### config.mk
export PLATFORM = sky130hd
export DESIGN_NAME = seg7_scan_driver
export DESIGN_NICKNAME = d
export VERILOG_FILES = /design/src/rtl/seg7_pkg.sv /design/src/rtl/seg7_hex_decode.sv /design/src/rtl/seg7_scan_driver.sv
export SDC_FILE = /design/constraint.sdc
export NUM_CORES = 1
export LEC_CHECK = 0
export CORE_MARGIN = 3
export CORE_UTILIZATION = 50
export CTS_CLUSTER_DIAMETER = 50
export CTS_CLUSTER_SIZE = 14
export DETAILED_ROUTE_END_ITERATION = 10
export PLACE_DENSITY = 0.75
export SYNTH_ARGS = -nofsm -noshare
export SYNTH_HDL_FRONTEND = slang
export SYNTH_SLANG_ARGS = --single-unit
### constraint.sdc
create_clock -name clk -period 7.8 [get_ports clk]
set_input_delay 1.17 -clock clk [delete_from_list [all_inputs] [get_ports clk]]
set_output_delay 1.17 -clock clk [all_outputs]
set_load 0.01 [all_outputs]
### src/rtl/seg7_pkg.sv
// Shared glyph definitions for the 7-segment scan driver.
// Glyphs are active-high, packed {g,f,e,d,c,b,a}.
package seg7_pkg;

    typedef logic [6:0] seg7_glyph_t;

    localparam int SEG_A_BIT = 0;
    localparam int SEG_B_BIT = 1;
    localparam int SEG_C_BIT = 2;
    localparam int SEG_D_BIT = 3;
    localparam int SEG_E_BIT = 4;
    localparam int SEG_F_BIT = 5;
    localparam int SEG_G_BIT = 6;

    localparam seg7_glyph_t GLYPH_0 = 7'h3F;
    localparam seg7_glyph_t GLYPH_1 = 7'h06;
    localparam seg7_glyph_t GLYPH_2 = 7'h5B;
    localparam seg7_glyph_t GLYPH_3 = 7'h4F;
    localparam seg7_glyph_t GLYPH_4 = 7'h66;
    localparam seg7_glyph_t GLYPH_5 = 7'h6D;
    localparam seg7_glyph_t GLYPH_6 = 7'h7D;
    localparam seg7_glyph_t GLYPH_7 = 7'h07;
    localparam seg7_glyph_t GLYPH_8 = 7'h7F;
    localparam seg7_glyph_t GLYPH_9 = 7'h6F;
    localparam seg7_glyph_t GLYPH_A = 7'h77;
    localparam seg7_glyph_t GLYPH_B = 7'h7C;
    localparam seg7_glyph_t GLYPH_C = 7'h39;
    localparam seg7_glyph_t GLYPH_D = 7'h5E;
    localparam seg7_glyph_t GLYPH_E = 7'h79;
    localparam seg7_glyph_t GLYPH_F = 7'h71;

endpackage

### src/rtl/seg7_hex_decode.sv
// Combinational hex nibble to active-high 7-segment glyph lookup.
module seg7_hex_decode
    import seg7_pkg::*;
(
    input  logic [3:0]  nibble,
    output seg7_glyph_t glyph
);

    always_comb begin
        glyph = GLYPH_0;
        case (nibble)
            4'h0: glyph = GLYPH_0;
            4'h1: glyph = GLYPH_1;
            4'h2: glyph = GLYPH_2;
            4'h3: glyph = GLYPH_3;
            4'h4: glyph = GLYPH_4;
            4'h5: glyph = GLYPH_5;
            4'h6: glyph = GLYPH_6;
            4'h7: glyph = GLYPH_7;
            4'h8: glyph = GLYPH_8;
            4'h9: glyph = GLYPH_9;
            4'hA: glyph = GLYPH_A;
            4'hB: glyph = GLYPH_B;
            4'hC: glyph = GLYPH_C;
            4'hD: glyph = GLYPH_D;
            4'hE: glyph = GLYPH_E;
            default: glyph = GLYPH_F;
        endcase
    end

endmodule

### src/rtl/seg7_scan_driver.sv
// Time-multiplexed hex display driver with frame-synchronous (tear-free) updates.
// Optional leading-zero suppression is enabled by defining SEG7_LZ_SUPPRESS_EN.
module seg7_scan_driver
    import seg7_pkg::*;
#(
    parameter int NUM_DIGITS     = 4,
    parameter int REFRESH_DIV    = 50000,
    parameter int SEG_ACTIVE_LOW = 1
) (
    input  logic                    clk,
    input  logic                    rst_n,
    input  logic                    load,
    input  logic [4*NUM_DIGITS-1:0] data_in,
    input  logic [NUM_DIGITS-1:0]   blank_mask,
    output logic [6:0]              seg_out,
    output logic [NUM_DIGITS-1:0]   an_out,
    output logic                    frame_start
);

    localparam int IDX_W = $clog2(NUM_DIGITS);
    localparam int CNT_W = $clog2(REFRESH_DIV);
    localparam logic [IDX_W-1:0] LAST_IDX = IDX_W'(NUM_DIGITS - 1);
    localparam logic [CNT_W-1:0] LAST_CNT = CNT_W'(REFRESH_DIV - 1);
    localparam logic [6:0]       SEG_OFF  = (SEG_ACTIVE_LOW != 0) ? 7'h7F : 7'h00;

    function automatic logic [6:0] to_pin(input seg7_glyph_t g);
        return (SEG_ACTIVE_LOW != 0) ? ~g : g;
    endfunction

    logic [CNT_W-1:0]        cnt_p0;
    logic [IDX_W-1:0]        idx_p0;
    logic [IDX_W-1:0]        idx_nxt;
    logic [4*NUM_DIGITS-1:0] shadow_p0;
    logic [4*NUM_DIGITS-1:0] display_p0;
    logic [4*NUM_DIGITS-1:0] display_nxt;
    logic                    pending_p0;
    logic                    tick;
    logic                    boundary;
    logic [3:0]              nibble;
    seg7_glyph_t             glyph;
    logic                    blank_nxt;
    logic [NUM_DIGITS-1:0]   lz_mask;
    logic [6:0]              seg_p1;
    logic [NUM_DIGITS-1:0]   an_p1;
    logic                    frame_p1;

    assign tick        = (cnt_p0 == LAST_CNT);
    assign boundary    = tick && (idx_p0 == LAST_IDX);
    assign idx_nxt     = (idx_p0 == LAST_IDX) ? '0 : idx_p0 + IDX_W'(1);
    // Slot outputs are built from the post-swap value so digit 0 of a new frame is already fresh.
    assign display_nxt = (boundary && pending_p0) ? shadow_p0 : display_p0;

`ifdef SEG7_LZ_SUPPRESS_EN
    logic upper_zero;

    always_comb begin
        upper_zero = 1'b1;
        lz_mask    = '0;
        for (int i = NUM_DIGITS - 1; i >= 1; i--) begin
            upper_zero = upper_zero && (display_nxt[4*i +: 4] == 4'h0);
            lz_mask[i] = upper_zero;
        end
    end
`else
    assign lz_mask = '0;
`endif

    always_comb begin
        nibble    = 4'h0;
        blank_nxt = 1'b0;
        for (int i = 0; i < NUM_DIGITS; i++) begin
            if (idx_nxt == IDX_W'(i)) begin
                nibble    = display_nxt[4*i +: 4];
                blank_nxt = blank_mask[i] | lz_mask[i];
            end
        end
    end

    seg7_hex_decode u_decode (
        .nibble (nibble),
        .glyph  (glyph)
    );

    // Stage p0: prescaler, digit index, shadow/display capture
    always_ff @(posedge clk or negedge rst_n) begin
        if (!rst_n) begin
            cnt_p0     <= '0;
            idx_p0     <= LAST_IDX;
            shadow_p0  <= '0;
            display_p0 <= '0;
            pending_p0 <= 1'b0;
        end else begin
            cnt_p0     <= tick ? '0 : cnt_p0 + CNT_W'(1);
            display_p0 <= display_nxt;
            if (tick) begin
                idx_p0 <= idx_nxt;
            end
            if (load) begin
                shadow_p0  <= data_in;
                pending_p0 <= 1'b1;
            end else if (boundary) begin
                pending_p0 <= 1'b0;
            end
        end
    end

    // Stage p1: registered pin drivers, anode and segments updated together
    always_ff @(posedge clk or negedge rst_n) begin
        if (!rst_n) begin
            seg_p1   <= SEG_OFF;
            an_p1    <= '1;
            frame_p1 <= 1'b0;
        end else begin
            frame_p1 <= boundary;
            if (tick) begin
                an_p1  <= blank_nxt ? '1 : ~(NUM_DIGITS'(1) << idx_nxt);
                seg_p1 <= blank_nxt ? SEG_OFF : to_pin(glyph);
            end
        end
    end

    assign seg_out     = seg_p1;
    assign an_out      = an_p1;
    assign frame_start = frame_p1;

endmodule

==> impl_metrics.yaml <==
yosys:
  synth-edff-count: 0
  syn_area_um2: 3140
  synthCells: 263
  ys_ff_latch: 63
  avgSynthCellArea_um2: 11.9
  synthArstFlopShare: 1.00
  yosysSeqAreaShare: 0.507
  synth_ff_type: "dfrtp_1"
  synth_cell_types: 58
  synth_nets: 298
  yosysWarnings: 0
cts:
  worst_skew_pair.late_latency_ns: 0.34
  hold_buffers: 0
  cts_tree: "yes"
  clkSinkCount: 63
  postCtsSetupBuffers: 0
  cts_root_buffer: "clkbuf_8"
  cts.clk_slew.worst_paths_ns: 0.07
  h-tree-depth: 3
  cts-buffers-inserted: 9
  ctsResizeCount: 0
  cts_buffer_depth: 2
cells_and_area:
  layout-drive-gt1-share: 0.216
  diodes: 0
  final_cell_mix: "50 x dfrtp_1, 33 x clkdlybuf4s50_1, 20 x mux2_2, 20 x nor2_1, 14 x nand2_1"
  final_net_count: 335
  area_growth_pct: 18.3
  mostFrequentLayoutCell: "dfrtp_1"
sta:
  worst_slack_ns: 4.52
  slew_headroom: 0.485
  tns_ns: 0
  setup_viol: 0
  worstMarginPinSlew_ns: 0.773
  hold_viol_final: 0
  min_period_ns: 3.28
  period_share: 0.421
  drv_slew: 0
  maxClockFrequency_mhz: 304
  rsz0062_at_grt: "no"
  finalClockSkew_ns: 0.00814
critical_path:
  critPathArrivalTime_ns: 3.57
  max_stage_delay_ns: 0.37
  cp-end-kind: "flip-flop"
  r2r_end: "seg_out[2]"
  r2r_start: "cnt_p0[0]"
  worstPathMaxFanout: 14
  cp_cell_sequence: "ha_1, and3_1, nand4_4, nor2_8, mux2_1, a221oi_1, a221o_1, inv_1, ha_1, nor4_1, o32a_1"
  reg2reg_setup_slack_ns: 4.52
  cpMostUsedCell: "ha_1"
  critPathBufInv: 1
  path_class: "reg -> reg"
  start_kind: "flip-flop"
  cp.required_ns: 8.09
  crit_family: "simple AND/OR/NAND/NOR gates"
  reg2reg_depth: 11
  slowest_stage: "dfrtp_1"
die:
  rows: 28
  dieArea_um2: 7270
  die_w_um: 85.3
  die_h_um: 85.3
  core_area_um2: 5990
  start_util: 0.524
  num_io_pins: 35
worst_hold_path:
  hold_start: "cnt_p0[0]"
  holdPathEnd: "cnt_p0[0]"
  holdPathStages: 1
  min_path_type: "reg -> reg"
routing:
  wire_per_inst_um: 15.5
  routed_via_density: 5.50
  routed-via-count: 2089
  ant_nets: 0
  drt_drc_violations_left: 0
  drtIter0Drc: 144
  wl_mm: 5.90
  dr.pass1.iters: 6
grt:
  grt_max_degree: 64
  grt_pass1_wl_mm: 10.2
  grt_pass1_vias: 2071
  gr-usage-all-layers: 0.178
  antenna_found_initial: 0
  overflow: 0
place:
  pre_cts_ws_ns: 4.52
  dp_hpwl_mm: 4.19
  io_buffer_count: 34
  globalplace.congestion: 0.830
job:
  max_cap_violations: 0
power:
  ir_drop_v: 0.000121
  leakage_nw: 1.71
  swShare: 0.216
  comb_power_share: 0.044
  power.density_nw_per_um2: 175
  p_sw_mw: 0.140
  p_seq_frac: 0.525
  p_clk_frac: 0.431
  internal-power_mw: 0.509
outcome:
  outcome: "finished, final reports clean"
[registers in the layout, indices dropped and copies added (netlist names)]
signal and cells:
pending_p0 1, an_out 4, idx_p0 2, cnt_p0 16, display_p0 16, frame_start 1, seg_out 7, shadow_p0 16
[power by group through the flow]
stage / combinational, mW / sequential, mW / clock, mW
global route: 0.0317 / 0.342 / 0.299
CTS: 0.0294 / 0.341 / 0.288
floorplan: 0.0108 / 0.344 / 0
detailed placement: 0.0293 / 0.347 / 0
finish: 0.0284 / 0.341 / 0.280
global placement: 0.0286 / 0.347 / 0
[synth_stat cells (2+ instances only)]
library cell / count / area [um^2]
mux2_1: 2 / 22.5
a22oi_1: 3 / 22.5
nand2_1: 14 / 52.6
a31oi_1: 2 / 12.5
mux2_4: 2 / 30.0
o21ai_0: 11 / 55.1
or2_2: 2 / 12.5
o22ai_1: 3 / 18.8
nand2b_1: 2 / 12.5
xor2_1: 8 / 70.1
dfrtp_1: 50 / 1250
nor2_1: 20 / 75.1
buf_2: 2 / 10.0
nor2_8: 2 / 40.0
xnor2_1: 5 / 43.8
dfstp_2: 13 / 342
mux2_2: 20 / 225
inv_1: 10 / 37.5
ha_1: 12 / 150
a21oi_1: 9 / 45.0
nor2b_1: 4 / 25.0
a221oi_1: 2 / 17.5
nand3_1: 8 / 40.0
mux2i_1: 8 / 80.1
and3_1: 8 / 50.1
a221o_1: 3 / 30.0
clkbuf_1: 5 / 18.8
and2_1: 3 / 18.8
[worst max path at each step]
stage | end | cells after the start | slack, ns | startpoint
floorplan | seg_out[5] | 13 | 4.92 | cnt_p0[0]
global placement | seg_out[2] | 11 | 4.65 | cnt_p0[0]
detailed placement | seg_out[2] | 11 | 4.52 | cnt_p0[0]
CTS | seg_out[2] | 11 | 4.50 | cnt_p0[0]
global route | seg_out[2] | 11 | 4.16 | cnt_p0[0]
finish | seg_out[2] | 11 | 4.52 | cnt_p0[0]
[kinds of logic after synthesis]
family / count (synthesis) / share of synthesized area
AND/OR/NAND/NOR: 72 / 0.139
XOR/XNOR: 13 / 0.0362
adder cells (fa/ha/maj): 12 / 0.0478
multiplexers: 32 / 0.114
flip-flops: 63 / 0.507
buffers and inverters: 21 / 0.0323
AO/OA/AOI/OAI: 50 / 0.124
[metal layers]
metal,part of all wire,vias to the layer above,global-route usage,wire length (um)
li1,-,1015,-,-
met1,0.47,1012,0.243,2800
met2,0.46,52,0.266,2690
met3,0.053,10,0.0553,310
met4,0.016,0,0.0705,93
met5,0,-,0,0
[cell type report]
class                   count  area [um^2]
clock buffers              13          149
clock inverters             3         42.5
fillers                   507         2270
inverters                  11         41.3
multi-input cells         179         1450
flip-flops and latches     63         1590
well taps                  75         93.8
repair buffers             36          350
[metrics by stage]
stage / instances / util / power (mW) / hold slack [ns] / area, um^2
5_1_grt: 380 / 0.621 / 0.672 / 0.490 / 3720
3_3_place_gp: 364 / 0.589 / 0.375 / 0.435 / 3530
4_1_cts: 380 / 0.621 / 0.659 / 0.477 / 3720
2_1_floorplan: 263 / - / 0.355 / 0.425 / 3140
3_5_place_dp: 364 / 0.589 / 0.376 / 0.468 / 3530
6_report: 380 / 0.621 / 0.649 / 0.466 / 3720
No activity file was read; power rests on OpenSTA's default activity.
